--- src/rtl/rpsc_fault_bank_if.sv ---
// Fault-bank signal bundle: raw inputs, masks, lamp test and the filtered/latched alarm outputs.
interface rpsc_fault_bank_if #(
  parameter int NCH = 8
);
  localparam int ID_W = (NCH > 1) ? $clog2(NCH) : 1;

  logic            LA_Test;
  logic            clr;
  logic [NCH-1:0]  in;
  logic [NCH-1:0]  mask;
  logic [NCH-1:0]  out;
  logic [NCH-1:0]  LA;
  logic            trip;
  logic [ID_W-1:0] first_id;
  logic            first_vld;

  modport master (
    output LA_Test, clr, in, mask,
    input  out, LA, trip, first_id, first_vld
  );

  modport slave (
    input  LA_Test, clr, in, mask,
    output out, LA, trip, first_id, first_vld
  );
endinterface

--- src/rtl/rpsc_fault_bank.sv ---
// Per-channel synchronise/qualify/latch fault bank with lamp test and trip summary.
// Optional first-out capture is built when RPSC_FIRST_FAULT_EN is defined.
module rpsc_fault_bank #(
  parameter int NCH      = 8,
  parameter int FILT_CNT = 3,
  parameter int FILT_W   = 8
) (
  input  logic                clk,
  input  logic                reset,
  rpsc_fault_bank_if.slave    bus
);

  localparam int ID_W = (NCH > 1) ? $clog2(NCH) : 1;
  localparam logic [FILT_W-1:0] FILT_MAX = FILT_W'(FILT_CNT);

  typedef enum logic [1:0] {
    IDLE   = 2'd0,
    QUAL   = 2'd1,
    ACTIVE = 2'd2
  } filt_state_t;

  logic [NCH-1:0]    sync1_q, sync1_d;
  logic [NCH-1:0]    sync2_q, sync2_d;
  filt_state_t       state_q [NCH];
  filt_state_t       state_d [NCH];
  logic [FILT_W-1:0] cnt_q   [NCH];
  logic [FILT_W-1:0] cnt_d   [NCH];
  logic [NCH-1:0]    out_q, out_d;
  logic [NCH-1:0]    latch_q, latch_d;

  function automatic logic [FILT_W-1:0] sat_inc(input logic [FILT_W-1:0] c);
    return (c >= FILT_MAX) ? FILT_MAX : c + 1'b1;
  endfunction

  always_comb begin
    sync1_d = bus.in;
    sync2_d = sync1_q;
    for (int i = 0; i < NCH; i++) begin
      state_d[i] = state_q[i];
      cnt_d[i]   = cnt_q[i];
      out_d[i]   = out_q[i];
      case (state_q[i])
        IDLE: begin
          if (sync2_q[i]) begin
            state_d[i] = QUAL;
            cnt_d[i]   = FILT_W'(1);
          end
        end
        QUAL: begin
          if (sync2_q[i]) begin
            cnt_d[i] = sat_inc(cnt_q[i]);
            if (sat_inc(cnt_q[i]) == FILT_MAX) begin
              state_d[i] = ACTIVE;
              out_d[i]   = 1'b1;
            end
          end else begin
            state_d[i] = IDLE;
            cnt_d[i]   = '0;
            out_d[i]   = 1'b0;
          end
        end
        ACTIVE: begin
          // Release is immediate: no filtering on the falling side.
          if (!sync2_q[i]) begin
            state_d[i] = IDLE;
            cnt_d[i]   = '0;
            out_d[i]   = 1'b0;
          end
        end
        default: begin
          state_d[i] = IDLE;
          cnt_d[i]   = '0;
          out_d[i]   = 1'b0;
        end
      endcase
    end
    // Set term is OR'd last so a set beats a clear on the same channel.
    latch_d = (latch_q & ~({NCH{bus.clr}} & ~out_q)) | (out_d & ~bus.mask);
  end

  always_ff @(posedge clk or negedge reset) begin
    if (!reset) begin
      sync1_q <= '0;
      sync2_q <= '0;
      out_q   <= '0;
      latch_q <= '0;
      for (int i = 0; i < NCH; i++) begin
        state_q[i] <= IDLE;
        cnt_q[i]   <= '0;
      end
    end else begin
      sync1_q <= sync1_d;
      sync2_q <= sync2_d;
      out_q   <= out_d;
      latch_q <= latch_d;
      for (int i = 0; i < NCH; i++) begin
        state_q[i] <= state_d[i];
        cnt_q[i]   <= cnt_d[i];
      end
    end
  end

  assign bus.out  = out_q;
  assign bus.LA   = latch_q | {NCH{bus.LA_Test}};
  assign bus.trip = |latch_q;

`ifdef RPSC_FIRST_FAULT_EN
  logic [ID_W-1:0] first_id_q, first_id_d;
  logic            first_vld_q, first_vld_d;

  function automatic logic [ID_W-1:0] lowest_idx(input logic [NCH-1:0] v);
    logic [ID_W-1:0] idx;
    idx = '0;
    for (int i = NCH - 1; i >= 0; i--) begin
      if (v[i]) idx = ID_W'(i);
    end
    return idx;
  endfunction

  // Capture only on the empty-to-nonempty transition; drop once everything is cleared.
  always_comb begin
    first_id_d  = first_id_q;
    first_vld_d = first_vld_q;
    if (latch_d == '0) begin
      first_id_d  = '0;
      first_vld_d = 1'b0;
    end else if (latch_q == '0) begin
      first_id_d  = lowest_idx(latch_d);
      first_vld_d = 1'b1;
    end
  end

  always_ff @(posedge clk or negedge reset) begin
    if (!reset) begin
      first_id_q  <= '0;
      first_vld_q <= 1'b0;
    end else begin
      first_id_q  <= first_id_d;
      first_vld_q <= first_vld_d;
    end
  end

  assign bus.first_id  = first_id_q;
  assign bus.first_vld = first_vld_q;
`else
  assign bus.first_id  = '0;
  assign bus.first_vld = 1'b0;
`endif

endmodule
--- src/flat_wrapper.sv ---
// flat-port wrapper written by rule: the top's interface ports become plain ports
module rpsc_fault_bank_flat 
#(
  parameter int NCH      = 8,
  parameter int FILT_CNT = 3,
  parameter int FILT_W   = 8
)
  (clk, reset, bus_LA_Test, bus_clr, bus_in, bus_mask, bus_out, bus_LA, bus_trip, bus_first_id, bus_first_vld);
  rpsc_fault_bank_if #(.NCH(NCH)) bus_i ();
  input  logic clk;
  input  logic reset;
  input wire logic [$bits(bus_i.LA_Test)-1:0] bus_LA_Test;
  input wire logic [$bits(bus_i.clr)-1:0] bus_clr;
  input wire logic [$bits(bus_i.in)-1:0] bus_in;
  input wire logic [$bits(bus_i.mask)-1:0] bus_mask;
  output wire logic [$bits(bus_i.out)-1:0] bus_out;
  output wire logic [$bits(bus_i.LA)-1:0] bus_LA;
  output wire logic [$bits(bus_i.trip)-1:0] bus_trip;
  output wire logic [$bits(bus_i.first_id)-1:0] bus_first_id;
  output wire logic [$bits(bus_i.first_vld)-1:0] bus_first_vld;
  assign bus_i.LA_Test = bus_LA_Test;
  assign bus_i.clr = bus_clr;
  assign bus_i.in = bus_in;
  assign bus_i.mask = bus_mask;
  assign bus_out = bus_i.out;
  assign bus_LA = bus_i.LA;
  assign bus_trip = bus_i.trip;
  assign bus_first_id = bus_i.first_id;
  assign bus_first_vld = bus_i.first_vld;
  rpsc_fault_bank #(.NCH(NCH), .FILT_CNT(FILT_CNT), .FILT_W(FILT_W)) u_core (.clk(clk), .reset(reset), .bus(bus_i));
endmodule
--- config.mk ---
export PLATFORM = sky130hd
export DESIGN_NAME = rpsc_fault_bank_flat
export DESIGN_NICKNAME = d
export VERILOG_FILES = /design/src/rtl/rpsc_fault_bank_if.sv /design/src/rtl/rpsc_fault_bank.sv /design/src/flat_wrapper.sv
export SDC_FILE = /design/constraint.sdc
export NUM_CORES = 1
export LEC_CHECK = 0
export CAP_MARGIN = 20
export CORE_ASPECT_RATIO = 1.5
export CORE_MARGIN = 8
export CORE_UTILIZATION = 40
export DETAILED_ROUTE_END_ITERATION = 7
export PLACE_DENSITY_LB_ADDON = 0.08
export RECOVER_POWER = 100
export SLEW_MARGIN = 20
export SYNTH_ARGS = -nofsm -noshare
export SYNTH_HDL_FRONTEND = slang
export SYNTH_SLANG_ARGS = --single-unit
--- constraint.sdc ---
create_clock -name clk -period 4.8 [get_ports clk]
set_clock_uncertainty 0.05 [all_clocks]
set_input_delay 0.96 -clock clk [delete_from_list [all_inputs] [get_ports clk]]
set_output_delay 0.96 -clock clk [all_outputs]
set_load 0.01 [all_outputs]
==> impl_table.tex, run 1 <==
\begin{tabular}{lr}
\hline
Metric & Value \\
\hline
\multicolumn{2}{l}{\textbf{Drt}} \\
Pre-antenna DRT Iters & 4 \\
Routed wirelength normalized by instance count & about 14 um \\
Total length of routed wires & 9750 um \\
DRC marker count from the first detailed-route iteration & 80 \\
Via count normalized by instance count & 5.13 \\
Routed Antenna Nets & 0 \\
DRC Markers & 0 \\
Total vias in the final route & roughly 3500 \\
\multicolumn{2}{l}{\textbf{Timing}} \\
Worst-case hold slack & 303 ps \\
RSZ-0062 raised after global routing & no \\
Actual slew at the worst max-slew pin & 1580 ps \\
Max-slew headroom & -5.64\% \\
Highest clock rate & 293 MHz \\
Total negative slack for setup checks & 0 ps \\
Fraction of the cycle the final worst path needs & a little under three quarters \\
Number of max-slew violations in the final report & 29 \\
Post-layout minimum cycle time & around 3400 ps \\
Final-report setup violation count & 0 \\
Fin. Hold Viols & 0 \\
\multicolumn{2}{l}{\textbf{Power and ir drop}} \\
Combinational Power Share & between 40\% and 50\% \\
Sequential group share of total power & roughly two fifths \\
Static leakage power & around 2.9 nW \\
Pwr/cell area & roughly 570 mW/mm\^{}2 \\
Switching share of power & between 30\% and 40\% \\
Internal Pwr Total & 2.13 mW \\
Clock network power share & about a fifth \\
P\_sw & $\sim$1.4 mW \\
VDD IR-drop max & 0.251 mV \\
\multicolumn{2}{l}{\textbf{Synthesis}} \\
Netlist Area Pre-Place & 0.00533 sq mm \\
Primary flip-flop cell chosen by synthesis mapping & sky130\_fd\_sc\_hd\_\_dfrtp\_1 \\
Seq/Total Area, Yosys & $\sim$53\% \\
Async S/R FF share, synth & between 90\% and 100\% \\
Flip-flop and latch count after synthesis & between 100 and 150 \\
Post-synthesis cell type count & 36 \\
Gate count after technology mapping & 478 \\
Count of flip-flops with a built-in enable after synthesis & 0 \\
Average footprint of a synthesized cell & 11.2 sq um \\
Yosys synthesis warning count & 0 \\
\multicolumn{2}{l}{\textbf{Clock tree}} \\
Number of setup buffers added after CTS & 0 \\
Clk\_lat worst skew & 350 ps \\
Number of gates resized after CTS & 0 \\
Max Root-Sink Buffers & 2 \\
TritonCTS clock tree & yes \\
Number of buffers added by the clock tree synthesis step & 9 \\
Clk sink count & $\sim$110 \\
Maximum level of the CTS H-tree & 3 \\
Clk slew on worst S/H paths & about 70 ps \\
Library cell used as clock root buffer & sky130\_fd\_sc\_hd\_\_clkbuf\_16 \\
Count of hold buffers inserted by post-cts repair & 0 \\
\multicolumn{2}{l}{\textbf{Hold path}} \\
Number of stages on the worst hold path & 0 \\
HP Class & flop to flop \\
Hold worst-path end & u\_core.sync2\_q[1]\$\_DFF\_PN0\_ \\
Startpoint of the most critical hold path & u\_core.sync1\_q[1]\$\_DFF\_PN0\_ \\
\multicolumn{2}{l}{\textbf{Placement}} \\
Count of input and output buffers & 36 \\
Weighted congestion at the end of routability-driven global placement & between 0.7 and 0.8 \\
Number of cells in the design after placement & around 670 \\
DPL Wire Length & 7050 um \\
\multicolumn{2}{l}{\textbf{Final layout}} \\
\# diodes & 0 \\
Area of combinational cells with multiple inputs & 0.00232 sq mm \\
Nets & slightly below 600 \\
Cell Count, Final, Fillers Out & just under 700 \\
Fill cells & roughly 1300 \\
Fraction of layout instances using a drive strength above 1 & $\sim$6.3\% \\
Storage element area & about 0.0028 sq mm \\
Area Growth Syn to Fin & 14.3\% \\
\multicolumn{2}{l}{\textbf{Floorplanning}} \\
DIE AREA & $\sim$0.017 sq mm \\
Die Wd & between 100 and 150 um \\
Area of the placeable core & between 0.01 and 0.015 sq mm \\
Height of the die & 157 um \\
Ports & slightly above 40 \\
Number of core rows & 51 \\
Initial cell density of the core & about two fifths \\
\multicolumn{2}{l}{\textbf{Global routing}} \\
All-Layer GR Usage & approximately an eighth \\
Via count of the first global-routing pass & approximately 3600 \\
Overflow after GRT & 0 \\
Pin count of the biggest net entering global routing & 62 \\
Antenna violations before repair & 0 \\
Wire length of the first global-routing pass & $\sim$17000 um \\
\multicolumn{2}{l}{\textbf{Setup path}} \\
Worst R2R End & u\_core.state\_q[14]\$\_DFFE\_PN0P\_ \\
Worst reg2reg startpoint & u\_core.state\_q[15]\$\_DFFE\_PN0P\_ \\
Critical path startpoint category & primary input \\
Data required time of the critical path & approximately 3800 ps \\
Crit. End Element & output port \\
Reg2reg path depth & 5 \\
Reg2reg setup slack & approximately 2600 ps \\
Top fanout value on the critical path & 8 \\
Critical path class & primary input to output port \\
Arrival @ worst endpoint & 2400 ps \\
\multicolumn{2}{l}{\textbf{Status}} \\
Outcome & complete, but fails checks \\
Failing checks & max-capacitance violations, max-slew violations \\
\multicolumn{2}{l}{\textbf{Run}} \\
Max-cap violations & 1 \\
\hline
\end{tabular}
-- power groups by stage --
stage | Clock [mW] | Sequential (mW) | Combinational, mW
final | 0.723 | 1.35 | 1.41
after global routing | 0.793 | 1.38 | 1.62
after CTS | 0.754 | 1.35 | 1.50
after detailed placement | 0 | 1.37 | 1.50
after global placement | 0 | 1.36 | 1.47
after floorplan | 0 | 1.32 | 1.11
-- metal layers --
metal  up-vias  global-route usage [%]  part of all wire [%]
li1       1728                       -                     -
met1      1721                    15.0                    47
met2        37                    20.0                    48
met3        10                    2.37                   3.6
met4         0                    4.72                   1.5
met5         -                       0                     0
-- critical path: stages --
cell and delay, ps:
sky130_fd_sc_hd__dlygate4sd3_1 600, sky130_fd_sc_hd__or2_1 240, sky130_fd_sc_hd__dlygate4sd3_1 600
-- sequential cells by signal, indices dropped and copies added, names as in the netlist --
name	cells
u_core.sync1_q	8
u_core.cnt_q	64
u_core.sync2_q	8
u_core.bus.out	8
u_core.latch_q	8
u_core.state_q	16
-- per-stage QoR --
step                      total power [mW]  util (%)  cell area [sq um]  setup WS [ps]
final                                 3.48      46.8               6100           1390
after global routing                  3.80      46.8               6100           1310
after CTS                             3.61      47.2               6140           1610
after detailed placement              2.87      44.9               5850           1610
after global placement                2.82      44.9               5850           1620
after floorplan                       2.42         -               5350           2580
-- layout by cell type (no fill, tap or decap), types with 6 or more instances in the layout --
cell type	count
sky130_fd_sc_hd__and2_1	6
sky130_fd_sc_hd__a21oi_1	32
sky130_fd_sc_hd__clkbuf_16	9
sky130_fd_sc_hd__o21ai_0	24
sky130_fd_sc_hd__ha_1	40
sky130_fd_sc_hd__inv_1	33
sky130_fd_sc_hd__nand2b_1	8
sky130_fd_sc_hd__nand3_1	16
sky130_fd_sc_hd__a22oi_1	7
sky130_fd_sc_hd__nor2_1	9
sky130_fd_sc_hd__dlygate4sd3_1	28
sky130_fd_sc_hd__o32ai_1	8
sky130_fd_sc_hd__nor2b_1	49
sky130_fd_sc_hd__clkdlybuf4s50_1	7
sky130_fd_sc_hd__mux2i_1	8
sky130_fd_sc_hd__nor3_1	17
sky130_fd_sc_hd__nor4_4	8
sky130_fd_sc_hd__nand3b_1	14
sky130_fd_sc_hd__dfrtp_1	112
sky130_fd_sc_hd__or2_1	8
sky130_fd_sc_hd__nand2_1	29
-- cell families (layout without fill, tap and decap cells) --
group	Yosys count	after routing	share of synthesized area, %
flip-flops	112	112	52.5
AO/OA/AOI/OAI	92	92	10.4
adder cells (fa/ha/maj)	40	40	9.38
buffers and inverters	45	87	3.57
multiplexers	12	12	2.63
other	1	4	0.0703
AND/OR/NAND/NOR	176	176	21.4
-- Yosys cell counts (2+ instances only) --
| cell type | instances | area, sq um |
|---|---|---|
| sky130_fd_sc_hd__dfrtp_1 | 112 | 2800 |
| sky130_fd_sc_hd__nor2b_1 | 49 | 307 |
| sky130_fd_sc_hd__ha_1 | 40 | 500 |
| sky130_fd_sc_hd__inv_1 | 33 | 124 |
| sky130_fd_sc_hd__a21oi_1 | 32 | 160 |
| sky130_fd_sc_hd__nand2_1 | 29 | 109 |
| sky130_fd_sc_hd__nor3_1 | 16 | 80.1 |
| sky130_fd_sc_hd__nand3_1 | 15 | 75.1 |
| sky130_fd_sc_hd__o21ai_0 | 15 | 75.1 |
| sky130_fd_sc_hd__nand3b_1 | 14 | 105 |
| sky130_fd_sc_hd__o21ai_1 | 10 | 50.1 |
| sky130_fd_sc_hd__nor2_1 | 9 | 33.8 |
| sky130_fd_sc_hd__nand2b_1 | 8 | 50.1 |
| sky130_fd_sc_hd__nor4_4 | 8 | 170 |
| sky130_fd_sc_hd__o32ai_1 | 8 | 70.1 |
| sky130_fd_sc_hd__or2_1 | 8 | 50.1 |
| sky130_fd_sc_hd__a22oi_1 | 7 | 52.6 |
| sky130_fd_sc_hd__and2_1 | 7 | 43.8 |
| sky130_fd_sc_hd__buf_2 | 5 | 25.0 |
| sky130_fd_sc_hd__o22ai_1 | 5 | 31.3 |
| sky130_fd_sc_hd__a211oi_1 | 4 | 30.0 |
| sky130_fd_sc_hd__a31oi_1 | 4 | 25.0 |
| sky130_fd_sc_hd__buf_4 | 4 | 30.0 |
| sky130_fd_sc_hd__mux2_1 | 4 | 45.0 |
| sky130_fd_sc_hd__mux2i_1 | 4 | 40.0 |
| sky130_fd_sc_hd__mux2i_2 | 4 | 55.1 |
| sky130_fd_sc_hd__nand3_2 | 4 | 40.0 |
| sky130_fd_sc_hd__a41oi_1 | 3 | 26.3 |
| sky130_fd_sc_hd__clkbuf_1 | 3 | 11.3 |
| sky130_fd_sc_hd__nor2b_2 | 3 | 26.3 |
| sky130_fd_sc_hd__nor3_2 | 3 | 30.0 |
| sky130_fd_sc_hd__o21ai_2 | 3 | 26.3 |
| sky130_fd_sc_hd__nor4_1 | 2 | 12.5 |
-- worst max path at each step --
stage,startpoint,slack (ps),end
after floorplan,bus_LA_Test,2580,bus_LA[7]
after global placement,bus_LA_Test,1620,bus_LA[7]
after detailed placement,bus_LA_Test,1610,bus_LA[0]
after CTS,bus_LA_Test,1610,bus_LA[0]
after global routing,bus_LA_Test,1310,bus_LA[7]
final,bus_LA_Test,1390,bus_LA[7]
-- layout make-up --
| type | instances | share of cell area (%) |
|---|---|---|
| sequential | 112 | 46.0 |
| multi-input combinational | 324 | 38.0 |
| timing repair buffer | 38 | 5.99 |
| clock buffer | 9 | 3.69 |
| tap | 159 | 3.26 |
| inverter | 33 | 2.03 |
| clock inverter | 7 | 1.07 |
Note: power is estimated with default switching activity, not from simulation.
==> run 2: changes to the inputs <==
==> constraint.sdc (replaced) <==
create_clock -name clk -period 3.38 [get_ports clk]
set_clock_uncertainty 0.05 [all_clocks]
set_input_delay 0.676 -clock clk [delete_from_list [all_inputs] [get_ports clk]]
set_output_delay 0.676 -clock clk [all_outputs]
set_load 0.01 [all_outputs]
==> impl_table.tex, run 2 (synthesized netlist as in run 1, its figures left out) <==
\begin{tabular}{lr}
\hline
Metric & Value \\
\hline
\multicolumn{2}{l}{\textbf{Final layout}} \\
Nets & 581 \\
Most flop-heavy register & u\_core.cnt\_q \\
Leading cell type in the layout, fill and taps excluded & sky130\_fd\_sc\_hd\_\_dfrtp\_1 \\
\# diodes & 0 \\
Max reg flops & between 60 and 70 \\
Fraction of layout instances using a drive strength above 1 & slightly above 6\% \\
Highest-count cells in the layout ignoring fill and taps & 112 x sky130\_fd\_sc\_hd\_\_dfrtp\_1, 49 x sky130\_fd\_sc\_hd\_\_nor2b\_1, 40 x sky130\_fd\_sc\_hd\_\_ha\_1 \\
Fill cells & approximately 1300 \\
Regs by FF count & u\_core.cnt\_q x64, u\_core.state\_q x16 \\
Cell Count, Final, Fillers Out & roughly 700 \\
Area Growth Syn to Fin & 15.1\% \\
\multicolumn{2}{l}{\textbf{Timing}} \\
Number of max-slew violations in the final report & 0 \\
Highest clock rate & between 300 and 400 MHz \\
RSZ-0062 raised after global routing & no \\
Fin. Hold Viols & 0 \\
Post-layout minimum cycle time & 2840 ps \\
Final-report setup violation count & 0 \\
Max-slew headroom & 15.5\% \\
Fraction of the cycle the final worst path needs & 84.2\% \\
Total negative slack for setup checks & 0 ps \\
Worst-case hold slack & roughly 300 ps \\
Actual slew at the worst max-slew pin & 1270 ps \\
\multicolumn{2}{l}{\textbf{Power and ir drop}} \\
Pwr/cell area & $\sim$830 mW/mm\^{}2 \\
Static leakage power & 2.90 nW \\
Total power after layout & between 5 and 6 mW \\
VDD IR-drop max & roughly 0.38 mV \\
\multicolumn{2}{l}{\textbf{Drt}} \\
Routed Antenna Nets & 0 \\
DRC Markers & 0 \\
Via count normalized by instance count & about 5.2 \\
Pre-antenna DRT Iters & 4 \\
DRC marker count from the first detailed-route iteration & approximately 110 \\
Total length of routed wires & 9930 um \\
Total vias in the final route & around 3500 \\
Routed wirelength normalized by instance count & 14.5 um \\
\multicolumn{2}{l}{\textbf{Global routing}} \\
All-Layer GR Usage & 12.2\% \\
Via count of the first global-routing pass & about 3700 \\
Pin count of the biggest net entering global routing & 64 \\
Antenna violations before repair & 0 \\
Wire length of the first global-routing pass & $\sim$17000 um \\
Overflow after GRT & 0 \\
\multicolumn{2}{l}{\textbf{Setup path}} \\
Crit. End Element & output port \\
Critical path startpoint category & primary input \\
Worst R2R End & u\_core.state\_q[12]\$\_DFFE\_PN0P\_ \\
Critical path class & primary input to output port \\
Worst reg2reg startpoint & u\_core.cnt\_q[48]\$\_DFFE\_PN0P\_ \\
Reg2reg path depth & 5 \\
Top fanout value on the critical path & 8 \\
Data required time of the critical path & 2650 ps \\
Reg2reg setup slack & between 1000 and 1500 ps \\
Arrival @ worst endpoint & roughly 2100 ps \\
First element of the critical path & bus\_LA\_Test \\
\multicolumn{2}{l}{\textbf{Hold path}} \\
Startpoint of the most critical hold path & u\_core.sync1\_q[4]\$\_DFF\_PN0\_ \\
HP Class & flop to flop \\
Hold worst-path end & u\_core.sync2\_q[4]\$\_DFF\_PN0\_ \\
Number of stages on the worst hold path & 0 \\
\multicolumn{2}{l}{\textbf{Run}} \\
Max-cap violations & 0 \\
\multicolumn{2}{l}{\textbf{Clock tree}} \\
Number of gates resized after CTS & 0 \\
Clk\_lat worst skew & 340 ps \\
Maximum level of the CTS H-tree & 3 \\
Count of hold buffers inserted by post-cts repair & 0 \\
Max Root-Sink Buffers & 2 \\
Clk slew on worst S/H paths & 70 ps \\
Library cell used as clock root buffer & sky130\_fd\_sc\_hd\_\_clkbuf\_16 \\
Number of setup buffers added after CTS & 0 \\
Clk sink count & roughly 110 \\
TritonCTS clock tree & yes \\
Number of buffers added by the clock tree synthesis step & 9 \\
\multicolumn{2}{l}{\textbf{Placement}} \\
Weighted congestion at the end of routability-driven global placement & between 0.7 and 0.8 \\
Number of cells in the design after placement & 669 \\
Count of input and output buffers & 36 \\
DPL Wire Length & slightly above 7000 um \\
\multicolumn{2}{l}{\textbf{Floorplanning}} \\
Height of the die & about 160 um \\
DIE AREA & 0.0174 sq mm \\
Area of the placeable core & approximately 0.013 sq mm \\
Die Wd & between 100 and 150 um \\
Initial cell density of the core & between 40\% and 50\% \\
Number of core rows & between 50 and 60 \\
Ports & around 40 \\
\multicolumn{2}{l}{\textbf{Status}} \\
Outcome & finished, final reports clean \\
\hline
\end{tabular}
-- run 2: cell count changes in the layout (fill, tap and decap cells not counted), sizes merged --
cell,delta
clkinv,-2
dlygate4sd3,-3
clkdlybuf4s50,+3
inv,-1
bufinv,+2
clkbuf,+3
clkinvlp,+1
-- run 2: worst max path at each step --
stage                                                to  slack [ps]  depth (start not counted)
after floorplan           u_core.state_q[8]$_DFFE_PN0P_        1730                          5
after global placement                        bus_LA[7]         760                          3
after detailed placement                      bus_LA[0]         750                          3
after CTS                                     bus_LA[0]         740                          3
after global routing                          bus_LA[7]         470                          3
final                                         bus_LA[7]         540                          3
-- run 2: critical path, stage by stage --
cell,delay [ps]
sky130_fd_sc_hd__dlygate4sd3_1,600
sky130_fd_sc_hd__or2_1,240
sky130_fd_sc_hd__dlygate4sd3_1,600
-- run 2: area by class of cell --
class                      count  area [sq um]  share of cell area, %
timing repair buffer          41           390                   6.36
tap                          159           199                   3.24
clock buffer                   9           225                   3.67
multi-input combinational    324          2290                   37.4
sequential                   112          2800                   45.6
inverter                      33           124                   2.02
clock inverter                 7           104                   1.69
-- run 2: report_power, final --
part           switching, mW  internal, mW
Combinational           1.16         0.883
Clock                  0.498         0.659
Sequential             0.287          1.63
Total                   1.95          3.17
-- run 2: metrics by stage --
| step | util (%) | setup slack (ps) | cell area (sq um) |
|---|---|---|---|
| global route | 47.2 | 474 | 6140 |
| CTS | 47.7 | 743 | 6210 |
| global placement | 45.2 | 762 | 5890 |
| floorplan | - | 1730 | 5350 |
| finish | 47.2 | 536 | 6140 |
| detailed placement | 45.2 | 748 | 5890 |
-- run 2: routing by layer --
layer  global-route usage (%)  wire length (um)
met5                        0                 0
met1                     15.2              4680
met2                     20.1              4760
met4                     4.59               125
met3                     2.37               362
==> run 3: changes to the inputs <==
==> constraint.sdc (replaced) <==
create_clock -name clk -period 2.9 [get_ports clk]
set_clock_uncertainty 0.05 [all_clocks]
set_input_delay 0.58 -clock clk [delete_from_list [all_inputs] [get_ports clk]]
set_output_delay 0.58 -clock clk [all_outputs]
set_load 0.01 [all_outputs]
==> impl_table.tex, run 3 (synthesized netlist as in run 1, its figures left out) <==
\begin{tabular}{lr}
\hline
Metric & Value \\
\hline
\multicolumn{2}{l}{\textbf{Drt}} \\
DR WL met3 & about 450 um \\
Routed length on met2 & 4690 um \\
Total vias in the final route & approximately 3500 \\
Routed Antenna Nets & 0 \\
Pre-antenna DRT Iters & 4 \\
Top routing layer in use & met4 \\
Routed wirelength normalized by instance count & around 14 um \\
Via count normalized by instance count & a little over 5 \\
Detailed-route wire length on metal 1 & between 4000 and 5000 um \\
DRC Markers & 0 \\
Total length of routed wires & 9650 um \\
DRC marker count from the first detailed-route iteration & a little under 90 \\
\multicolumn{2}{l}{\textbf{Hold path}} \\
HP Class & flop to flop \\
Number of stages on the worst hold path & 0 \\
Startpoint of the most critical hold path & u\_core.sync1\_q[0]\$\_DFF\_PN0\_ \\
Hold worst-path end & u\_core.sync2\_q[0]\$\_DFF\_PN0\_ \\
\multicolumn{2}{l}{\textbf{Clock tree}} \\
Clk slew on worst S/H paths & approximately 70 ps \\
Number of setup buffers added after CTS & 0 \\
Library cell used as clock root buffer & sky130\_fd\_sc\_hd\_\_clkbuf\_16 \\
Number of gates resized after CTS & 0 \\
TritonCTS clock tree & yes \\
Max Root-Sink Buffers & 2 \\
Clk sink count & 112 \\
Clk\_lat worst skew & between 300 and 400 ps \\
Maximum level of the CTS H-tree & 3 \\
Number of buffers added by the clock tree synthesis step & 9 \\
Count of hold buffers inserted by post-cts repair & 0 \\
\multicolumn{2}{l}{\textbf{Timing}} \\
Post-layout minimum cycle time & about 2600 ps \\
Max-slew headroom & -26.8\% \\
Worst-case hold slack & 297 ps \\
Fin. Hold Viols & 0 \\
Actual slew at the worst max-slew pin & between 1500 and 2000 ps \\
RSZ-0062 raised after global routing & no \\
Fraction of the cycle the final worst path needs & between 90 and 100\% \\
Number of max-slew violations in the final report & 36 \\
Highest clock rate & 380 MHz \\
Final-report setup violation count & 0 \\
Total negative slack for setup checks & 0 ps \\
\multicolumn{2}{l}{\textbf{Run}} \\
Max-cap violations & 1 \\
\multicolumn{2}{l}{\textbf{Setup path}} \\
Top fanout value on the critical path & 8 \\
Crit path largest cell delay & about 600 ps \\
Critical path startpoint category & primary input \\
Reg2reg path depth & 6 \\
Most used cell along the critical path & sky130\_fd\_sc\_hd\_\_dlygate4sd3\_1 \\
Worst path bufs/invs & 2 \\
Critical path class & primary input to output port \\
Worst R2R End & u\_core.state\_q[14]\$\_DFFE\_PN0P\_ \\
Data required time of the critical path & roughly 2300 ps \\
Worst reg2reg startpoint & u\_core.state\_q[14]\$\_DFFE\_PN0P\_ \\
Category of cells accounting for the largest share of critical-path delay & buffers and inverters \\
Crit. End Element & output port \\
Arrival @ worst endpoint & roughly 2000 ps \\
Cell at the slowest stage of the critical path & sky130\_fd\_sc\_hd\_\_dlygate4sd3\_1 \\
Reg2reg setup slack & around 900 ps \\
Cells along the critical path & dlygate4sd3\_1, or2\_1, dlygate4sd3\_1 \\
\multicolumn{2}{l}{\textbf{Floorplanning}} \\
Die Wd & 110 um \\
DIE AREA & between 0.015 and 0.02 sq mm \\
Height of the die & about 160 um \\
Area of the placeable core & $\sim$0.013 sq mm \\
Ports & 41 \\
Initial cell density of the core & approximately two fifths \\
Number of core rows & 51 \\
\multicolumn{2}{l}{\textbf{Power and ir drop}} \\
VDD IR-drop max & between 0.2 and 0.3 mV \\
Pwr/cell area & 949 mW/mm\^{}2 \\
Static leakage power & 2.91 nW \\
\multicolumn{2}{l}{\textbf{Final layout}} \\
Area Growth Syn to Fin & 15.1\% \\
Regs by FF count & u\_core.cnt\_q x64, u\_core.state\_q x16 \\
Most flop-heavy register & u\_core.cnt\_q \\
Leading cell type in the layout, fill and taps excluded & sky130\_fd\_sc\_hd\_\_dfrtp\_1 \\
Fraction of layout instances using a drive strength above 1 & under 10\% \\
Nets & between 500 and 600 \\
Highest-count cells in the layout ignoring fill and taps & 112 x sky130\_fd\_sc\_hd\_\_dfrtp\_1, 49 x sky130\_fd\_sc\_hd\_\_nor2b\_1, 40 x sky130\_fd\_sc\_hd\_\_ha\_1 \\
Max reg flops & 64 \\
\# diodes & 0 \\
\multicolumn{2}{l}{\textbf{Status}} \\
Failing checks & max-capacitance violations, max-slew violations \\
Outcome & complete, but fails checks \\
\multicolumn{2}{l}{\textbf{Global routing}} \\
All-Layer GR Usage & 12.3\% \\
Antenna violations before repair & 0 \\
Pin count of the biggest net entering global routing & 42 \\
Via count of the first global-routing pass & between 3000 and 4000 \\
Wire length of the first global-routing pass & around 17000 um \\
Overflow after GRT & 0 \\
\multicolumn{2}{l}{\textbf{Placement}} \\
Weighted congestion at the end of routability-driven global placement & about 0.76 \\
Count of input and output buffers & 36 \\
DPL Wire Length & approximately 7000 um \\
\hline
\end{tabular}
## run 3: through the flow
step                      setup slack (ps)  cells  util (%)  instance area [sq um]  power [mW]
after floorplan                       1250    481         -                   5350        4.01
after global placement                 473    671      45.3                   5900        4.72
after detailed placement               479    671      45.3                   5900        4.79
after CTS                              475    687      47.6                   6200        6.06
after global routing                   225    687      47.2                   6140        6.37
final                                  270    687      47.2                   6140        5.82
## run 3: metal layers
layer,global-route usage [%],vias up
li1,-,1738
met1,15.0,1672
met2,19.8,45
met3,3.44,14
met4,4.97,0
met5,0,-
## run 3: worst max path at each step
stage          cells past startpoint                            end  slack (ps)                    startpoint
2_1_floorplan                      5  u_core.state_q[8]$_DFFE_PN0P_        1250  u_core.cnt_q[32]$_DFFE_PN0P_
3_3_place_gp                       3                      bus_LA[7]         470                   bus_LA_Test
3_5_place_dp                       3                      bus_LA[4]         480                   bus_LA_Test
4_1_cts                            3                      bus_LA[4]         470                   bus_LA_Test
5_1_grt                            3                      bus_LA[5]         220                   bus_LA_Test
6_report                           3                      bus_LA[3]         270                   bus_LA_Test
## run 3: power breakdown
part / switching, mW / total, mW / leakage [nW] / internal, mW
combinational: 1.33 / 2.37 / 1.28 / 1.04
sequential: 0.333 / 2.23 / 1.48 / 1.90
clock: 0.560 / 1.23 / 0.141 / 0.670
total: 2.22 / 5.82 / 2.91 / 3.60
## run 3: cell type report
cell class | count | area (sq um)
fill | 1248 | 6880
sequential | 112 | 2800
multi-input combinational | 324 | 2320
timing repair buffer | 43 | 400
clock buffer | 9 | 225
tap | 159 | 199
inverter | 33 | 124
clock inverter | 7 | 72.6
